[config.mk]
export PLATFORM = sky130hd
export DESIGN_NAME = mem_arbiter
export DESIGN_NICKNAME = d
export VERILOG_FILES = /design/src/rtl/mem_arbiter.sv
export SDC_FILE = /design/constraint.sdc
export NUM_CORES = 1
export LEC_CHECK = 0
export ABC_CLOCK_PERIOD_IN_PS = 1700
export CAP_MARGIN = 20
export CORE_UTILIZATION = 32
export CTS_CLUSTER_DIAMETER = 150
export CTS_CLUSTER_SIZE = 16
export DETAILED_ROUTE_END_ITERATION = 12
export PLACE_DENSITY = 0.9
export SETUP_SLACK_MARGIN = 0.02
export SLEW_MARGIN = 20
export SYNTH_ARGS = -nofsm -noshare
export SYNTH_HDL_FRONTEND = slang
export SYNTH_SLANG_ARGS = --single-unit
[constraint.sdc]
create_clock -name clk -period 1.7 [get_ports clk]
set_clock_uncertainty 0.1 [all_clocks]
set_input_delay 0.34 -clock clk [delete_from_list [all_inputs] [get_ports clk]]
set_output_delay 0.34 -clock clk [all_outputs]
set_load 0.05 [all_outputs]
[src/rtl/mem_arbiter.sv]
// mem_arbiter: round-robin two-master arbiter for a single-port memory, with lock and registered read return
module mem_arbiter #(
  parameter int AW = 32,
  parameter int DW = 32
) (
  input  logic          clk,
  input  logic          reset,
  input  logic          m0_req,
  input  logic          m0_we,
  input  logic          m0_lock,
  input  logic [AW-1:0] m0_addr,
  input  logic [DW-1:0] m0_wdata,
  output logic          m0_gnt,
  output logic          m0_rvalid,
  output logic [DW-1:0] m0_rdata,
  input  logic          m1_req,
  input  logic          m1_we,
  input  logic          m1_lock,
  input  logic [AW-1:0] m1_addr,
  input  logic [DW-1:0] m1_wdata,
  output logic          m1_gnt,
  output logic          m1_rvalid,
  output logic [DW-1:0] m1_rdata,
  output logic          mem_we,
  output logic [AW-1:0] mem_a,
  output logic [DW-1:0] mem_wd,
  input  logic [DW-1:0] mem_rd
);
  typedef enum logic [1:0] {NONE, OWN0, OWN1} owner_t;
  owner_t owner, owner_n;
  logic prio, prio_n, c0, c1, rv0, rv1;
  logic [DW-1:0] rd0, rd1;
  always_ff @(posedge clk) begin
    if (reset) begin
      owner <= NONE;
      prio  <= 1'b0;
      rv0   <= 1'b0;
      rv1   <= 1'b0;
      rd0   <= '0;
      rd1   <= '0;
    end else begin
      owner <= owner_n;
      prio  <= prio_n;
      rv0   <= m0_gnt && !m0_we;
      rv1   <= m1_gnt && !m1_we;
      if (m0_gnt && !m0_we) rd0 <= mem_rd;
      if (m1_gnt && !m1_we) rd1 <= mem_rd;
    end
  end
  always_comb begin
    c0 = owner == OWN0 ? m0_req : owner == OWN1 ? 1'b0 : m0_req && !(m1_req && prio);
    c1 = owner == OWN1 ? m1_req : owner == OWN0 ? 1'b0 : m1_req && !(m0_req && !prio);
    m0_gnt = c0 && !reset;
    m1_gnt = c1 && !reset;
    owner_n = m0_gnt ? (m0_lock ? OWN0 : NONE) : m1_gnt ? (m1_lock ? OWN1 : NONE) : owner;
    prio_n = (m0_gnt && !m0_lock) ? 1'b1 : (m1_gnt && !m1_lock) ? 1'b0 : prio;
  end
  // with no winner the bus idles on requester 0's inputs
  assign mem_we    = m0_gnt ? m0_we : m1_gnt && m1_we;
  assign mem_a     = m1_gnt ? m1_addr : m0_addr;
  assign mem_wd    = m1_gnt ? m1_wdata : m0_wdata;
  assign m0_rvalid = rv0 && !reset;
  assign m1_rvalid = rv1 && !reset;
  assign m0_rdata  = reset ? '0 : rd0;
  assign m1_rdata  = reset ? '0 : rd1;
endmodule

==> run_summary.xml <==
<?xml version="1.0" encoding="UTF-8"?>
<metrics>
  <group name="status">
    <metric name="outcome" unit="">finished, violations left</metric>
    <metric name="failed_checks" unit="">setup timing</metric>
  </group>
  <group name="clock_network">
    <metric name="cts_inserted_buffers" unit="">9</metric>
    <metric name="clock_tree.root_cell" unit="">clkbuf_16</metric>
    <metric name="cts.path.max_buffers" unit="">2</metric>
    <metric name="tritoncts_num_sinks" unit="">69</metric>
    <metric name="insertion_delay" unit="ns">0.32</metric>
    <metric name="post_cts_clock_slew_at_the_launch_and_capture_registers_of_the_worst_setup_and_hold_paths" unit="ns">0.05</metric>
    <metric name="tritoncts" unit="">done</metric>
    <metric name="cts.hold.buffers_added" unit="">0</metric>
    <metric name="htree_num_levels" unit="">3</metric>
  </group>
  <group name="setup_path">
    <metric name="cp-start-kind" unit="">flip-flop</metric>
    <metric name="cp-end-kind" unit="">primary output</metric>
    <metric name="worst_r2r_startpoint" unit="">owner[0]</metric>
    <metric name="worstSetupPathType" unit="">reg2out</metric>
    <metric name="required" unit="ns">1.26</metric>
    <metric name="path_cells" unit="">nor2b_4 -&gt; o21ai_4 -&gt; nand2_4 -&gt; buf_12 -&gt; buf_16 -&gt; mux2_4 -&gt; buf_8</metric>
    <metric name="critical_path.max_stage_delay" unit="ns">0.33</metric>
    <metric name="cp_startpoint" unit="">owner[0]</metric>
    <metric name="timing.critical_path.slowest_stage_cell" unit="">dfxtp_2</metric>
    <metric name="crit_fanout" unit="">6</metric>
    <metric name="timing.critical_path.arrival" unit="ns">1.82</metric>
  </group>
  <group name="sta">
    <metric name="max_freq" unit="MHz">443.2</metric>
    <metric name="timing.max_slew.rel_slack" unit="%">75.25</metric>
    <metric name="final_period_minus_worst_setup_slack" unit="ns">2.256</metric>
    <metric name="setup_slack" unit="ns">-0.5564</metric>
    <metric name="min_period_over_period" unit="%">132.7</metric>
    <metric name="finalSetupViolCount" unit="">104</metric>
    <metric name="timing.setup.tns" unit="ns">-37.21</metric>
    <metric name="grt_setup_unrepaired" unit="">yes</metric>
    <metric name="worst_pin_slew" unit="ns">0.3619</metric>
    <metric name="report.final.hold_viol_count" unit="">0</metric>
    <metric name="report.final.slew_viol_count" unit="">0</metric>
  </group>
  <group name="synth">
    <metric name="synth-seq-area-share" unit="%">33.35</metric>
    <metric name="post_synth_edffs" unit="">0</metric>
    <metric name="synthFlopType" unit="">dfxtp_1</metric>
    <metric name="async_flop_share" unit="%">0</metric>
    <metric name="synth.top_cell.area_share" unit="%">33.35</metric>
    <metric name="synthesis.area" unit="mm2">0.004141</metric>
    <metric name="ys_ff_latch" unit="">69</metric>
    <metric name="synth.top_cells.by_area" unit="">dfxtp_1 33%, mux2_4 22%, a22o_1 14%</metric>
    <metric name="synth.lib_cells_used.distinct" unit="">25</metric>
    <metric name="yosys.area.top_type" unit="">dfxtp_1</metric>
    <metric name="syn_nets" unit="">593</metric>
    <metric name="synth.avg_cell_area" unit="um2">9.745</metric>
    <metric name="post_synth_inst_count" unit="">425</metric>
    <metric name="synth_warnings" unit="">0</metric>
  </group>
  <group name="pwr">
    <metric name="final_power" unit="mW">6.127</metric>
    <metric name="peak_vdd_ir" unit="mV">0.6508</metric>
    <metric name="power.density_cell_area" unit="mW/mm2">657.7</metric>
    <metric name="cellLeakagePower" unit="nW">4.162</metric>
  </group>
  <group name="cells_and_area">
    <metric name="finish.utilization" unit="%">73.82</metric>
    <metric name="final_common_cell" unit="">clkdlybuf4s50_1</metric>
    <metric name="finalInstanceArea" unit="mm2">0.009315</metric>
    <metric name="drive_above_1_share" unit="%">47.80</metric>
    <metric name="nets" unit="">960</metric>
    <metric name="area_growth" unit="%">124.9</metric>
    <metric name="final_cell_mix" unit="">164 x clkdlybuf4s50_1, 105 x buf_6, 74 x buf_4</metric>
  </group>
  <group name="floorplanning">
    <metric name="row_count" unit="">41</metric>
    <metric name="initial_utilization" unit="%">32.82</metric>
    <metric name="die_x" unit="um">115.8</metric>
    <metric name="placeableCoreArea" unit="mm2">0.01262</metric>
    <metric name="die_area" unit="mm2">0.01340</metric>
    <metric name="die_h" unit="um">115.8</metric>
    <metric name="pin_count" unit="">301</metric>
  </group>
  <group name="detailed_routing">
    <metric name="route.vias.total" unit="">4836</metric>
    <metric name="post_drt_via_cell_ratio" unit="">4.986</metric>
    <metric name="detail_route.first_pass.iterations" unit="">4</metric>
    <metric name="routed_wire_length_per_instance" unit="um">22.40</metric>
    <metric name="totalWireLength" unit="mm">21.72</metric>
    <metric name="ant_nets" unit="">0</metric>
    <metric name="detailedRoute.firstIterationViolations" unit="">221</metric>
    <metric name="drc" unit="">0</metric>
  </group>
  <group name="global_route">
    <metric name="total_grt_usage" unit="%">30.32</metric>
    <metric name="grt_overflow_total" unit="">0</metric>
    <metric name="antenna_found_initial" unit="">3</metric>
    <metric name="grt_max_degree" unit="">34</metric>
    <metric name="first_global_vias" unit="">5046</metric>
    <metric name="grt_first_pass_wirelength" unit="mm">29.61</metric>
  </group>
  <group name="hold_path">
    <metric name="hold_path_class" unit="">in2reg</metric>
    <metric name="hold_path_startpoint" unit="">m0_req</metric>
  </group>
  <group name="run">
    <metric name="cap_violations" unit="">0</metric>
  </group>
  <group name="place">
    <metric name="postPlaceCellArea" unit="mm2">0.007487</metric>
    <metric name="routabilityCongestion" unit="">0.9281</metric>
    <metric name="port_buffers" unit="">300</metric>
    <metric name="pre_cts_slack" unit="ns">-0.7550</metric>
    <metric name="hpwlAfterDp" unit="mm">14.48</metric>
  </group>
</metrics>
[synthesized netlist by cell type (3+ instances only)]
master     n
mux2_2     4
a21o_1     3
mux2_4    60
dfxtp_1   69
nand2_1    3
buf_2     14
nor2_1    65
nand2b_1  34
nor2b_1   67
inv_1      4
a22o_1    65
buf_6      7
clkbuf_1  17
[per-layer routing]
metal  wire [um]  GRT usage (%)  vias up
li1            -              -     2200
met1        7736          30.81     2341
met2       11070          54.92      227
met3        1887          10.83       62
met4         990          14.87        6
met5          41              0        -
[power by group]
part           internal, mW  switching [mW]
Sequential             1.67          0.0203
Combinational          1.18            1.17
Clock                  1.37           0.721
[critical path, delay by kind of cell (launching register included)]
kind	cells	cell delay, ns
AOI/OAI and AO/OA	1	0.15
muxes	1	0.33
and+or+nand+nor	2	0.24
buffers and inverters	3	0.45
DFF	1	0.33
[cell families after synthesis]
logic type | share of synthesized area (%)
buf+inv | 5.680
simple gates | 22.81
mux | 22.84
compound gates | 15.32
flops | 33.35
[cell type report]
class                      count  area, um2
fill                         821       3304
clock inverter                 5      81.33
inverter                       6      35.03
antenna                        1      2.502
sequential                    69       1385
timing repair buffer         394       4342
clock buffer                  11      252.7
multi-input combinational    312       3002
tap                          172      215.2
[through the flow]
step / hold WS [ns] / cells
detailed placement: 0.4884 / 928
floorplan: 0.3363 / 425
CTS: 0.4305 / 964
global route: 0.4512 / 969
finish: 0.4195 / 970
global placement: 0.4793 / 928
[state kept, by name (all words and copies together) (netlist names)]
signal and cells:
owner 2, prio 1, rd0 32, rd1 32, rv0 1, rv1 1
[repair_timing]
item | in CTS | in global routing
setup buffers | 13 | 6
pin swaps | 22 | 11
cloned | 7 | 3
gates resized for setup | 246 | 54
endpoints found under the setup margin | 180 | 182
[worst paths after layout]
check | to | cells after the start | slack, ns
setup / recovery | mem_wd[5] | 7 | -0.56
setup reg to reg | rd0[27] | 10 | -0.21
hold reg to reg | rd1[15] | 2 | 0.51
hold / removal | owner[0] | 3 | 0.42
(Power assumes the default switching activity.)
